==> config.mk <==
export PLATFORM = sky130hd
export DESIGN_NAME = bram_rr_arbiter
export DESIGN_NICKNAME = d
export VERILOG_FILES = /design/src/rtl/bram_arb_pkg.sv /design/src/rtl/rr_arbiter.sv /design/src/rtl/bram_rr_arbiter.sv
export SDC_FILE = /design/constraint.sdc
export NUM_CORES = 1
export LEC_CHECK = 0
export ABC_AREA = 0
export CORE_MARGIN = 8
export CORE_UTILIZATION = 34
export DETAILED_ROUTE_END_ITERATION = 7
export PLACE_DENSITY_LB_ADDON = 0.15
export SLEW_MARGIN = 15
export SYNTH_ARGS = -nofsm -noshare
export SYNTH_HDL_FRONTEND = slang
export SYNTH_SLANG_ARGS = --single-unit
==> constraint.sdc <==
create_clock -name clk -period 3.6 [get_ports clk]
set_input_delay 0.54 -clock clk [delete_from_list [all_inputs] [get_ports clk]]
set_output_delay 0.54 -clock clk [all_outputs]
set_load 0.005 [all_outputs]
==> src/rtl/bram_arb_pkg.sv <==
// rtl/bram_arb_pkg.sv - shared types and round-robin helper for the BRAM port arbiter
package bram_arb_pkg;

    localparam int MAX_REQ = 4;

    typedef logic [1:0] req_idx_t;

    function automatic req_idx_t rr_next(input req_idx_t idx, input int n);
        return (int'(idx) >= n - 1) ? req_idx_t'(0) : idx + req_idx_t'(1);
    endfunction

endpackage

==> src/rtl/rr_arbiter.sv <==
// rtl/rr_arbiter.sv - combinational round-robin pick: first eligible requester at or after ptr
module rr_arbiter
    import bram_arb_pkg::*;
#(
    parameter int N = 2
) (
    input  logic [N-1:0] eligible,
    input  req_idx_t     ptr,
    output logic [N-1:0] grant,
    output logic         grant_any,
    output req_idx_t     grant_idx,
    output req_idx_t     next_ptr
);

    always_comb begin
        int j;
        grant     = '0;
        grant_any = 1'b0;
        grant_idx = '0;
        next_ptr  = ptr;
        j         = 0;
        for (int k = 0; k < N; k++) begin
            j = int'(ptr) + k;
            if (j >= N) j = j - N;
            if (!grant_any && eligible[j]) begin
                grant[j]  = 1'b1;
                grant_any = 1'b1;
                grant_idx = req_idx_t'(j);
                next_ptr  = rr_next(req_idx_t'(j), N);
            end
        end
    end

endmodule

==> src/rtl/bram_rr_arbiter.sv <==
// rtl/bram_rr_arbiter.sv - round-robin sharing of one single-port BRAM between NUM_REQ requesters
module bram_rr_arbiter
    import bram_arb_pkg::*;
#(
    parameter int ADDR_WIDTH = 10,
    parameter int DATA_WIDTH = 16,
    parameter int NUM_REQ    = 2
) (
    input  logic                           clk,
    input  logic                           rst_n,
    input  logic [NUM_REQ-1:0]             req_valid,
    output logic [NUM_REQ-1:0]             req_ready,
    input  logic [NUM_REQ-1:0]             req_we,
    input  logic [NUM_REQ*ADDR_WIDTH-1:0]  req_addr,
    input  logic [NUM_REQ*DATA_WIDTH-1:0]  req_wdata,
    output logic [NUM_REQ-1:0]             rsp_valid,
    input  logic [NUM_REQ-1:0]             rsp_ready,
    output logic [DATA_WIDTH-1:0]          rsp_data,
    output logic                           bram_write_en,
    output logic                           bram_read_en,
    output logic [ADDR_WIDTH-1:0]          bram_addr,
    output logic [DATA_WIDTH-1:0]          bram_write_data,
    input  logic [DATA_WIDTH-1:0]          bram_read_data,
    input  logic                           bram_valid
);

    req_idx_t               ptr;
    req_idx_t               next_ptr;
    req_idx_t               grant_idx;
    req_idx_t               read_tag;
    logic                   read_busy;
    logic                   grant_any;
    logic                   rsp_fire;
    logic                   read_ok;
    logic [NUM_REQ-1:0]     eligible;
    logic [NUM_REQ-1:0]     grant;
    logic [NUM_REQ-1:0]     tag_onehot;
    logic                   sel_we;
    logic [ADDR_WIDTH-1:0]  sel_addr;
    logic [DATA_WIDTH-1:0]  sel_wdata;

    // Releasing the response frees the read slot in the same cycle.
    assign rsp_fire   = |(rsp_valid & rsp_ready);
    assign read_ok    = !read_busy || rsp_fire;
    assign eligible   = req_valid & (req_we | {NUM_REQ{read_ok}});
    assign tag_onehot = NUM_REQ'(1) << read_tag;
    assign req_ready  = grant;

    rr_arbiter #(.N(NUM_REQ)) u_rr (
        .eligible  (eligible),
        .ptr       (ptr),
        .grant     (grant),
        .grant_any (grant_any),
        .grant_idx (grant_idx),
        .next_ptr  (next_ptr)
    );

    always_comb begin
        sel_we    = req_we[grant_idx];
        sel_addr  = req_addr[int'(grant_idx)*ADDR_WIDTH +: ADDR_WIDTH];
        sel_wdata = req_wdata[int'(grant_idx)*DATA_WIDTH +: DATA_WIDTH];
    end

    always_ff @(posedge clk or negedge rst_n) begin
        if (!rst_n) begin
            ptr             <= '0;
            bram_write_en   <= 1'b0;
            bram_read_en    <= 1'b0;
            bram_addr       <= '0;
            bram_write_data <= '0;
        end else begin
            bram_write_en <= grant_any && sel_we;
            bram_read_en  <= grant_any && !sel_we;
            if (grant_any) begin
                ptr             <= next_ptr;
                bram_addr       <= sel_addr;
                bram_write_data <= sel_wdata;
            end
        end
    end

    always_ff @(posedge clk or negedge rst_n) begin
        if (!rst_n) begin
            read_busy <= 1'b0;
            read_tag  <= '0;
        end else if (grant_any && !sel_we) begin
            read_busy <= 1'b1;
            read_tag  <= grant_idx;
        end else if (rsp_fire) begin
            read_busy <= 1'b0;
        end
    end

    // A stray bram_valid with no read outstanding never reaches a requester.
    always_ff @(posedge clk or negedge rst_n) begin
        if (!rst_n) begin
            rsp_valid <= '0;
            rsp_data  <= '0;
        end else if (rsp_fire) begin
            rsp_valid <= '0;
        end else if (bram_valid && read_busy && (rsp_valid == '0)) begin
            rsp_valid <= tag_onehot;
            rsp_data  <= bram_read_data;
        end
    end

    a_ready_onehot0: assert property (@(posedge clk) disable iff (!rst_n)
        $onehot0(req_ready));
    a_enables_excl: assert property (@(posedge clk) disable iff (!rst_n)
        !(bram_write_en && bram_read_en));
    a_rsp_stable: assert property (@(posedge clk) disable iff (!rst_n)
        (|(rsp_valid & ~rsp_ready)) |=> $stable(rsp_data));
    a_valid_expected: assert property (@(posedge clk) disable iff (!rst_n)
        bram_valid |-> read_busy);

endmodule

==> run_results.csv, run 1 <==
group,metric,value,unit
critical_path,critPathSlowestCell,"sky130_fd_sc_hd__clkdlybuf4s50_1",
final_layout,post_route_cells_drive_above_1_share,12.7,%
cts,tritoncts_buffers,5,
floorplan,placement_rows,30,
power_and_ir_drop,power.density_cell_area,692,nW/um^2
critical_path,timing.critical_path.buf_inv,2,
power_and_ir_drop,cell_internal_pwr,0.00179,W
power_and_ir_drop,power.share.sequential,37.0,%
run,drv_cap,0,
timing,setup_repair_after_global_routing_missed_its_margin,"false",
yosys,post_synth.cell_area_avg,13.0,sq um
drt,average_wire_length_per_cell_after_detail_routing,18.5,microns
critical_path,setup.reg_to_reg.worst_slack,1.55,ns
cts,cts.repair_timing.setup_buffer_count,0,
drt,wirelength,7130,microns
timing,worst_tran_pin_value,0.638,ns
critical_path,cp_cell_sequence,"clkdlybuf4s50_1, nor2b_1, a21boi_1, nor2_2, clkdlybuf4s50_1",
grt,maximum_number_of_pins_on_one_net_before_global_route_repair,30,
yosys,synth_enable_flop_cells,0,
critical_path,crit_top_cell,"sky130_fd_sc_hd__clkdlybuf4s50_1",
timing,relSlewSlack,57.5,%
placement,placed_cells_incl_taps,378,
critical_path,worst_ep_required_time,3.06,ns
drt,route.vias.total,1993,
critical_path,critPathTopFamily,"buffers and inverters",
cts,cts_tree,"built",
power_and_ir_drop,psw,0.000800,W
run_status,status,"finished clean",
final_layout,layout.cells.most_common_list,"123 x sky130_fd_sc_hd__clkdlybuf4s50_1, 51 x sky130_fd_sc_hd__dfrtp_1, 27 x sky130_fd_sc_hd__nor3b_1",
drt,antenna_left,0,
floorplan,core_region_area,6720,sq um
yosys,syn-instance-count,179,
final_layout,final_common_cell,"sky130_fd_sc_hd__clkdlybuf4s50_1",
critical_path,r2r-end,"bram_write_data[8]",
timing,fmax,373,MHz
power_and_ir_drop,power.share.clock,16.3,%
drt,viasPerCell,5.16,
yosys,ys_async_sr_fraction,100,%
drt,drtIter0Drc,66,
yosys,count_of_different_cell_masters_after_synthesis,33,
floorplan,initial_utilization,34.6,%
timing,final_max_slew_viol_count,0,
cts,cts-htree-levels,2,
critical_path,timing.setup.critical_path_class,"in2out",
placement,port-buffer-count,124,
power_and_ir_drop,p_leak,1.52,nW
final_layout,finish.cell_count_without_fillers,386,
yosys,ys.warnings.count,0,
yosys,synth.ff_latch_count,51,
timing,hold_slack,0.232,ns
cts,post_cts_hold_buffer_count,0,
placement,place_congestion,0.766,
timing,final_hold_viol_count,0,
critical_path,critPathCaptureType,"output port",
drt,drc,0,
yosys,synth_top_flop_cell,"sky130_fd_sc_hd__dfrtp_1",
critical_path,crit_fanout,3,
power_and_ir_drop,part_of_the_total_power_dissipated_in_combinational_logic,46.6,%
yosys,post_synth_instance_area,2330,sq um
cts,root_buffer,"sky130_fd_sc_hd__clkbuf_8",
critical_path,worstSetupStartpointType,"input port",
power_and_ir_drop,switching_share,30.9,%
power_and_ir_drop,max_rail_drop_vdd,0.253,mV
placement,place_hpwl,5290,microns
grt,global_route_wire_length_before_repair,11600,microns
final_layout,fin_nets,384,
cts,postCtsResizedCells,0,
floorplan,die_y,98.7,microns
critical_path,cp_slowest_stage_delay,0.49,ns
timing,layout_worst_path_cycle_share,74.4,%
timing,tns,0,ns
floorplan,io_pins,125,
grt,first_global_vias,2193,
drt,dr.pass1.iters,4,
timing,post-route-min-period,2.68,ns
final_layout,antenna_cells_inserted,0,
critical_path,rr_startpoint,"rsp_valid[1]",
yosys,yosysSeqAreaShare,54.8,%
final_layout,area.growth.synth_to_final,61.1,%
critical_path,worst-endpoint-arrival,2.14,ns
cts,clock_sink_count,51,
timing,clock-skew-final,0.0144,ns
floorplan,die_w,98.7,microns
cts,cts.clk_slew.worst_paths,0.10,ns
grt,antenna_found_initial,0,
timing,setup_viol_count_final,0,
cts,worstSkewPairLatency,0.31,ns
floorplan,die_area,9750,sq um
grt,globalRoute.totalOverflow,0,
worst_hold_path,min-delay-path-class,"in2async",
grt,grtUsageTotal,14.8,%
critical_path,worst-r2r-cell-count,5,
cts,longest_clk_path_bufs,2,
==> state kept, by name, indices dropped and copies added, names as in the netlist <==
signal	cells
bram_read_en	1
rsp_data	16
bram_write_data	16
rsp_valid	2
bram_addr	10
read_busy	1
bram_write_en	1
read_tag	2
ptr	2
==> cell families after synthesis <==
kind of cell / Yosys count / share of synthesized area [%]
multiplexers: 17 / 8.23
AO/OA/AOI/OAI: 45 / 17.7
adder cells (fa/ha/maj): 2 / 1.08
other: 1 / 0.161
flip-flops: 51 / 54.8
AND/OR/NAND/NOR: 47 / 13.8
buffers and inverters: 16 / 4.14
==> power by group through the flow <==
stage	combinational (W)	sequential, W	clock [W]
2_1_floorplan	0.000519	0.000979	0
3_3_place_gp	0.00122	0.000961	0
3_5_place_dp	0.00123	0.000971	0
4_1_cts	0.00123	0.000961	0.000435
5_1_grt	0.00131	0.000993	0.000462
6_report	0.00121	0.000960	0.000424
==> routing by layer <==
metal  track usage, %  routed length, microns  vias to the layer above
met4             4.72                     101                        0
li1                 -                       -                      931
met2             25.2                    3520                       78
met5                0                       0                        -
met1             16.9                    2940                      974
met3             5.29                     570                       10
==> Yosys cell counts, drive strengths merged (2+ instances only) <==
cell / count / share of area [%]
nand2b: 2 / 0.54
nor2b: 3 / 0.81
nor3b: 27 / 8.7
mux2: 17 / 8.2
a221o: 26 / 11
nor2: 5 / 0.91
nor3: 2 / 0.43
a21oi: 3 / 0.81
dfrtp: 51 / 55
inv: 4 / 0.64
o21a: 2 / 0.64
buf: 11 / 3.3
ha: 2 / 1.1
nand2: 5 / 0.81
o21ai: 6 / 1.8
==> how the worst max path moves through the flow <==
stage / slack (ns) / cells after the start / endpoint / start
after floorplan: 1.74 / 4 / req_ready[1] / rsp_ready[1]
after global placement: 0.92 / 5 / req_ready[0] / rsp_ready[1]
after detailed placement: 0.94 / 5 / req_ready[1] / req_valid[0]
after CTS: 0.92 / 5 / req_ready[1] / req_valid[0]
after global routing: 0.78 / 5 / req_ready[1] / req_valid[0]
final: 0.92 / 5 / req_ready[1] / req_valid[0]
==> final cells by class <==
cell class | instances | area, sq um
clock buffers | 5 | 68.8
clock inverters | 3 | 46.3
fillers | 579 | 2970
inverters | 4 | 15.0
multi-input cells | 113 | 961
flip-flops and latches | 51 | 1280
well taps | 80 | 100
repair buffers | 130 | 1280
==> stage by stage <==
| stage | instance area (sq um) | setup slack [ns] | power (W) | utilization (%) |
|---|---|---|---|---|
| after global routing | 3750 | 0.781 | 0.00276 | 55.8 |
| after global placement | 3630 | 0.920 | 0.00218 | 54.1 |
| after CTS | 3750 | 0.915 | 0.00263 | 55.8 |
| final | 3750 | 0.922 | 0.00259 | 55.8 |
| after detailed placement | 3630 | 0.937 | 0.00220 | 54.1 |
| after floorplan | 2330 | 1.74 | 0.00150 | - |
Note: power is estimated with default switching activity, not from simulation.
==> run 2, diff against run 1 <==
- clock period: 3.6 -> 2.6 ns (I/O delays scaled with it)
==> run_results.csv, run 2 (same netlist as run 1, synthesis figures left out) <==
group,metric,value,unit
run_status,status,"finished clean",
final_layout,top_regs,"bram_write_data (16), rsp_data (16), bram_addr (10)",
critical_path,worst-endpoint-arrival,2.01,ns
critical_path,worstSetupStartpointType,"input port",
floorplan,io_pins,125,
floorplan,initial_utilization,34.6,%
floorplan,die_y,98.7,microns
timing,setup_viol_count_final,0,
timing,tns,0,ns
drt,drtIter0Drc,67,
placement,place_congestion,0.811,
placement,placed_cells_incl_taps,380,
timing,final_hold_viol_count,0,
placement,port-buffer-count,124,
cts,postCtsResizedCells,0,
cts,tritoncts_buffers,5,
final_layout,antenna_cells_inserted,0,
drt,average_wire_length_per_cell_after_detail_routing,18.4,microns
drt,dr.pass1.iters,4,
timing,clock-skew-final,0.00617,ns
cts,worstSkewPairLatency,0.30,ns
timing,final_max_slew_viol_count,0,
timing,final_critical_path_setup_slack,0.202,ns
power_and_ir_drop,design_power_total,0.00351,W
timing,worst_tran_pin_value,0.598,ns
timing,fmax,417,MHz
grt,global_route_wire_length_before_repair,11900,microns
grt,first_global_vias,2256,
final_layout,post_route_cells_drive_above_1_share,13.0,%
drt,drc,0,
placement,place_hpwl,5360,microns
worst_hold_path,min-delay-path-class,"in2async",
timing,hold_slack,0.0857,ns
critical_path,setup.reg_to_reg.worst_slack,0.79,ns
critical_path,worst_ep_required_time,2.21,ns
cts,cts.clk_slew.worst_paths,0.09,ns
critical_path,timing.setup.critical_path_class,"in2out",
critical_path,crit_fanout,3,
grt,grtUsageTotal,15.0,%
final_layout,fin_nets,386,
power_and_ir_drop,power.density_cell_area,936,nW/um^2
power_and_ir_drop,max_rail_drop_vdd,0.320,mV
timing,layout_worst_path_cycle_share,92.2,%
cts,cts.repair_timing.setup_buffer_count,0,
final_layout,finish.cell_count_without_fillers,388,
grt,globalRoute.totalOverflow,0,
critical_path,critPathCaptureType,"output port",
cts,root_buffer,"sky130_fd_sc_hd__clkbuf_8",
drt,viasPerCell,5.20,
cts,cts-htree-levels,2,
timing,post-route-min-period,2.40,ns
power_and_ir_drop,p_leak,1.53,nW
cts,clock_sink_count,51,
final_layout,final_common_cell,"sky130_fd_sc_hd__clkdlybuf4s50_1",
floorplan,core_region_area,6720,sq um
floorplan,placement_rows,30,
drt,wirelength,7150,microns
drt,antenna_left,0,
timing,relSlewSlack,60.2,%
final_layout,area.growth.synth_to_final,61.1,%
floorplan,die_area,9750,sq um
run,drv_cap,0,
grt,antenna_found_initial,0,
critical_path,rr_startpoint,"rsp_valid[1]",
final_layout,layout.cells.most_common_list,"123 x sky130_fd_sc_hd__clkdlybuf4s50_1, 51 x sky130_fd_sc_hd__dfrtp_1, 27 x sky130_fd_sc_hd__nor3b_1",
critical_path,worst-r2r-cell-count,5,
cts,post_cts_hold_buffer_count,0,
drt,route.vias.total,2017,
final_layout,filler_cell_count,596,
cts,cts_tree,"built",
timing,setup_repair_after_global_routing_missed_its_margin,"false",
grt,maximum_number_of_pins_on_one_net_before_global_route_repair,30,
critical_path,r2r-end,"bram_addr[7]",
floorplan,die_w,98.7,microns
cts,longest_clk_path_bufs,2,
placement,place_ws,0.225,ns
-- run 2: cell types whose count changed in the layout (fill, tap and decap cells not counted), sizes merged --
cell      previous run  this run
inv                  5         4
bufinv               1         0
clkbuf               5         8
buf                  7         9
clkinvlp             1         0
-- run 2: final cells by class --
class / instances / area [sq um] / area share, %
inverter: 4 / 15.0 / 0.401
tap: 80 / 100 / 2.67
clock buffer: 8 / 100 / 2.67
multi-input combinational: 113 / 961 / 25.6
sequential: 51 / 1280 / 34.0
timing repair buffer: 132 / 1300 / 34.6
-- run 2: critical path: stages --
cell	delay (ns)
sky130_fd_sc_hd__clkdlybuf4s50_1	0.47
sky130_fd_sc_hd__nor2b_1	0.24
sky130_fd_sc_hd__a21boi_1	0.32
sky130_fd_sc_hd__nor2_2	0.08
sky130_fd_sc_hd__clkdlybuf4s50_1	0.51
-- run 2: where the power goes --
group          internal [W]  total (W)  switching [W]
Sequential          0.00113    0.00133       0.000198
Clock              0.000244   0.000500       0.000257
Combinational       0.00107    0.00168       0.000612
-- run 2: how the worst max path moves through the flow --
stage	startpoint	endpoint	slack, ns	cells after the start
3_5_place_dp	rsp_ready[1]	req_ready[0]	0.22	5
2_1_floorplan	rsp_valid[1]	req_ready[1]	0.91	4
6_report	req_valid[0]	req_ready[1]	0.20	5
3_3_place_gp	rsp_ready[1]	req_ready[0]	0.22	5
4_1_cts	req_valid[0]	req_ready[1]	0.21	5
5_1_grt	req_valid[1]	req_ready[0]	0.1	5
-- run 2: per-stage QoR --
stage,area [sq um],utilization (%)
final,3750,55.8
after global routing,3750,55.8
after CTS,3750,55.8
after detailed placement,3650,54.3
after global placement,3650,54.3
after floorplan,2330,-
-- run 2: routing by layer --
layer	track usage (%)	wire length (microns)
met1	17.2	2970
met2	26.4	3600
met3	4.93	536
met4	3.54	48
met5	0	0
==> run 3, diff against run 2 <==
- CORE_MARGIN: 8 -> 2
==> run_results.csv, run 3 (same netlist as run 1, synthesis figures left out) <==
group,metric,value,unit
grt,globalRoute.totalOverflow,0,
power_and_ir_drop,power.share.clock,13.1,%
drt,route.vias.total,1982,
critical_path,critPathSlowestCell,"sky130_fd_sc_hd__clkdlybuf4s50_1",
cts,clock_sink_count,51,
cts,root_buffer,"sky130_fd_sc_hd__clkbuf_8",
power_and_ir_drop,power.density_cell_area,916,nW/um^2
timing,post-route-min-period,2.39,ns
final_layout,antenna_cells_inserted,0,
run_status,status,"finished clean",
critical_path,crit_fanout,3,
critical_path,setup.reg_to_reg.worst_slack,0.80,ns
grt,antenna_found_initial,0,
power_and_ir_drop,cell_internal_pwr,0.00238,W
floorplan,core_region_area,6720,sq um
critical_path,critical_path_depth,5,
timing,clock-skew-final,0.00770,ns
timing,hold_slack,0.00110,ns
power_and_ir_drop,part_of_the_total_power_dissipated_in_combinational_logic,48.1,%
worst_hold_path,min-delay-path-class,"in2async",
critical_path,worstSetupStartpointType,"input port",
critical_path,cp_cell_sequence,"clkdlybuf4s50_1, nor2b_1, a21boi_1, nor2_2, clkdlybuf4s50_1",
placement,place_ws,0.242,ns
grt,grtUsageTotal,16.6,%
critical_path,worst-endpoint-arrival,2.00,ns
final_layout,top_regs,"bram_write_data (16), rsp_data (16), bram_addr (10)",
power_and_ir_drop,p_leak,1.52,nW
final_layout,final_common_cell,"sky130_fd_sc_hd__clkdlybuf4s50_1",
critical_path,worst-r2r-cell-count,5,
timing,final_critical_path_setup_slack,0.212,ns
critical_path,timing.setup.critical_path_class,"in2out",
cts,longest_clk_path_bufs,2,
timing,fmax,419,MHz
cts,cts_tree,"built",
run,drv_cap,0,
timing,tns,0,ns
cts,post_cts_hold_buffer_count,0,
critical_path,timing.critical_path.buf_inv,2,
drt,viasPerCell,5.11,
placement,place_hpwl,4490,microns
placement,port-buffer-count,124,
timing,final_max_slew_viol_count,0,
drt,dr.pass1.iters,4,
placement,placed_cells_incl_taps,380,
power_and_ir_drop,max_rail_drop_vdd,0.380,mV
floorplan,initial_utilization,34.6,%
grt,first_global_vias,2019,
critical_path,critPathCaptureType,"output port",
power_and_ir_drop,switching_share,30.3,%
final_layout,finish.cell_count_without_fillers,388,
critical_path,endpoint,"req_ready[1]",
drt,wirelength,6080,microns
final_layout,layout.cells.most_common_list,"123 x sky130_fd_sc_hd__clkdlybuf4s50_1, 51 x sky130_fd_sc_hd__dfrtp_1, 27 x sky130_fd_sc_hd__nor3b_1",
critical_path,r2r-end,"bram_write_data[7]",
power_and_ir_drop,power.share.sequential,38.8,%
cts,postCtsResizedCells,0,
final_layout,area.growth.synth_to_final,60.4,%
placement,place_congestion,0.757,
cts,cts-htree-levels,2,
grt,maximum_number_of_pins_on_one_net_before_global_route_repair,30,
cts,cts.clk_slew.worst_paths,0.09,ns
critical_path,worst_ep_required_time,2.21,ns
cts,cts.repair_timing.setup_buffer_count,0,
final_layout,final_core_util,55.6,%
critical_path,critPathTopFamily,"buffers and inverters",
final_layout,fin_nets,386,
floorplan,die_y,86.7,microns
cts,tritoncts_buffers,5,
critical_path,crit_top_cell,"sky130_fd_sc_hd__clkdlybuf4s50_1",
floorplan,die_w,86.7,microns
drt,average_wire_length_per_cell_after_detail_routing,15.7,microns
drt,antenna_left,0,
drt,drc,0,
timing,setup_repair_after_global_routing_missed_its_margin,"false",
timing,layout_worst_path_cycle_share,91.9,%
power_and_ir_drop,psw,0.00104,W
floorplan,die_area,7520,sq um
critical_path,rr_startpoint,"rsp_valid[1]",
drt,drtIter0Drc,41,
floorplan,io_pins,125,
timing,setup_viol_count_final,0,
critical_path,cp-startpoint,"req_valid[0]",
final_layout,post_route_cells_drive_above_1_share,13.0,%
critical_path,cp_slowest_stage_delay,0.50,ns
cts,worstSkewPairLatency,0.31,ns
grt,global_route_wire_length_before_repair,9800,microns
timing,final_hold_viol_count,0,
floorplan,placement_rows,30,
run 3: changes by cell type in the layout (fill, tap and decap cells not counted):
| cell | change |
|---|---|
| sky130_fd_sc_hd__clkbuf_8 | -2 |
| sky130_fd_sc_hd__clkinv_2 | +1 |
| sky130_fd_sc_hd__clkinvlp_4 | +1 |
run 3: per-layer routing:
layer	vias up	GRT usage, %	routed length (microns)
met5	-	0	0
met2	80	29.0	3000
met3	6	4.76	420
met4	0	4.83	65
li1	943	-	-
met1	953	19.9	2590
run 3: worst min path at each step:
stage | to | slack, ns | from | cells past startpoint
6_report | rsp_data[12] | 0.001 | rst_n | 1
5_1_grt | rsp_data[14] | 0.03 | rst_n | 1
3_5_place_dp | rsp_valid[0] | 0.35 | rst_n | 1
3_3_place_gp | rsp_valid[0] | 0.35 | rst_n | 1
2_1_floorplan | bram_addr[0] | 0.09 | rst_n | 0
4_1_cts | rsp_data[14] | 0.009 | rst_n | 1
run 3: layout make-up:
cell class                      count  area (sq um)
Timing Repair Buffer              132          1300
Tap cell                           80           100
Fill cell                         591          2990
Clock inverter                      2          12.5
Inverter                            4          15.0
Clock buffer                        6          72.6
Sequential cell                    51          1280
Multi-Input combinational cell    113           961
run 3: per-stage QoR:
step / total power, W / cell area (sq um)
after floorplan: 0.00207 / 2330
after global placement: 0.00299 / 3650
after detailed placement: 0.00301 / 3650
after CTS: 0.00347 / 3730
after global routing: 0.00365 / 3730
final: 0.00342 / 3730
run 3: power groups by stage:
stage          clock, W  sequential, W  combinational (W)
2_1_floorplan         0        0.00136           0.000718
3_3_place_gp          0        0.00133            0.00165
3_5_place_dp          0        0.00135            0.00167
4_1_cts        0.000470        0.00133            0.00167
5_1_grt        0.000496        0.00138            0.00178
6_report       0.000448        0.00133            0.00165
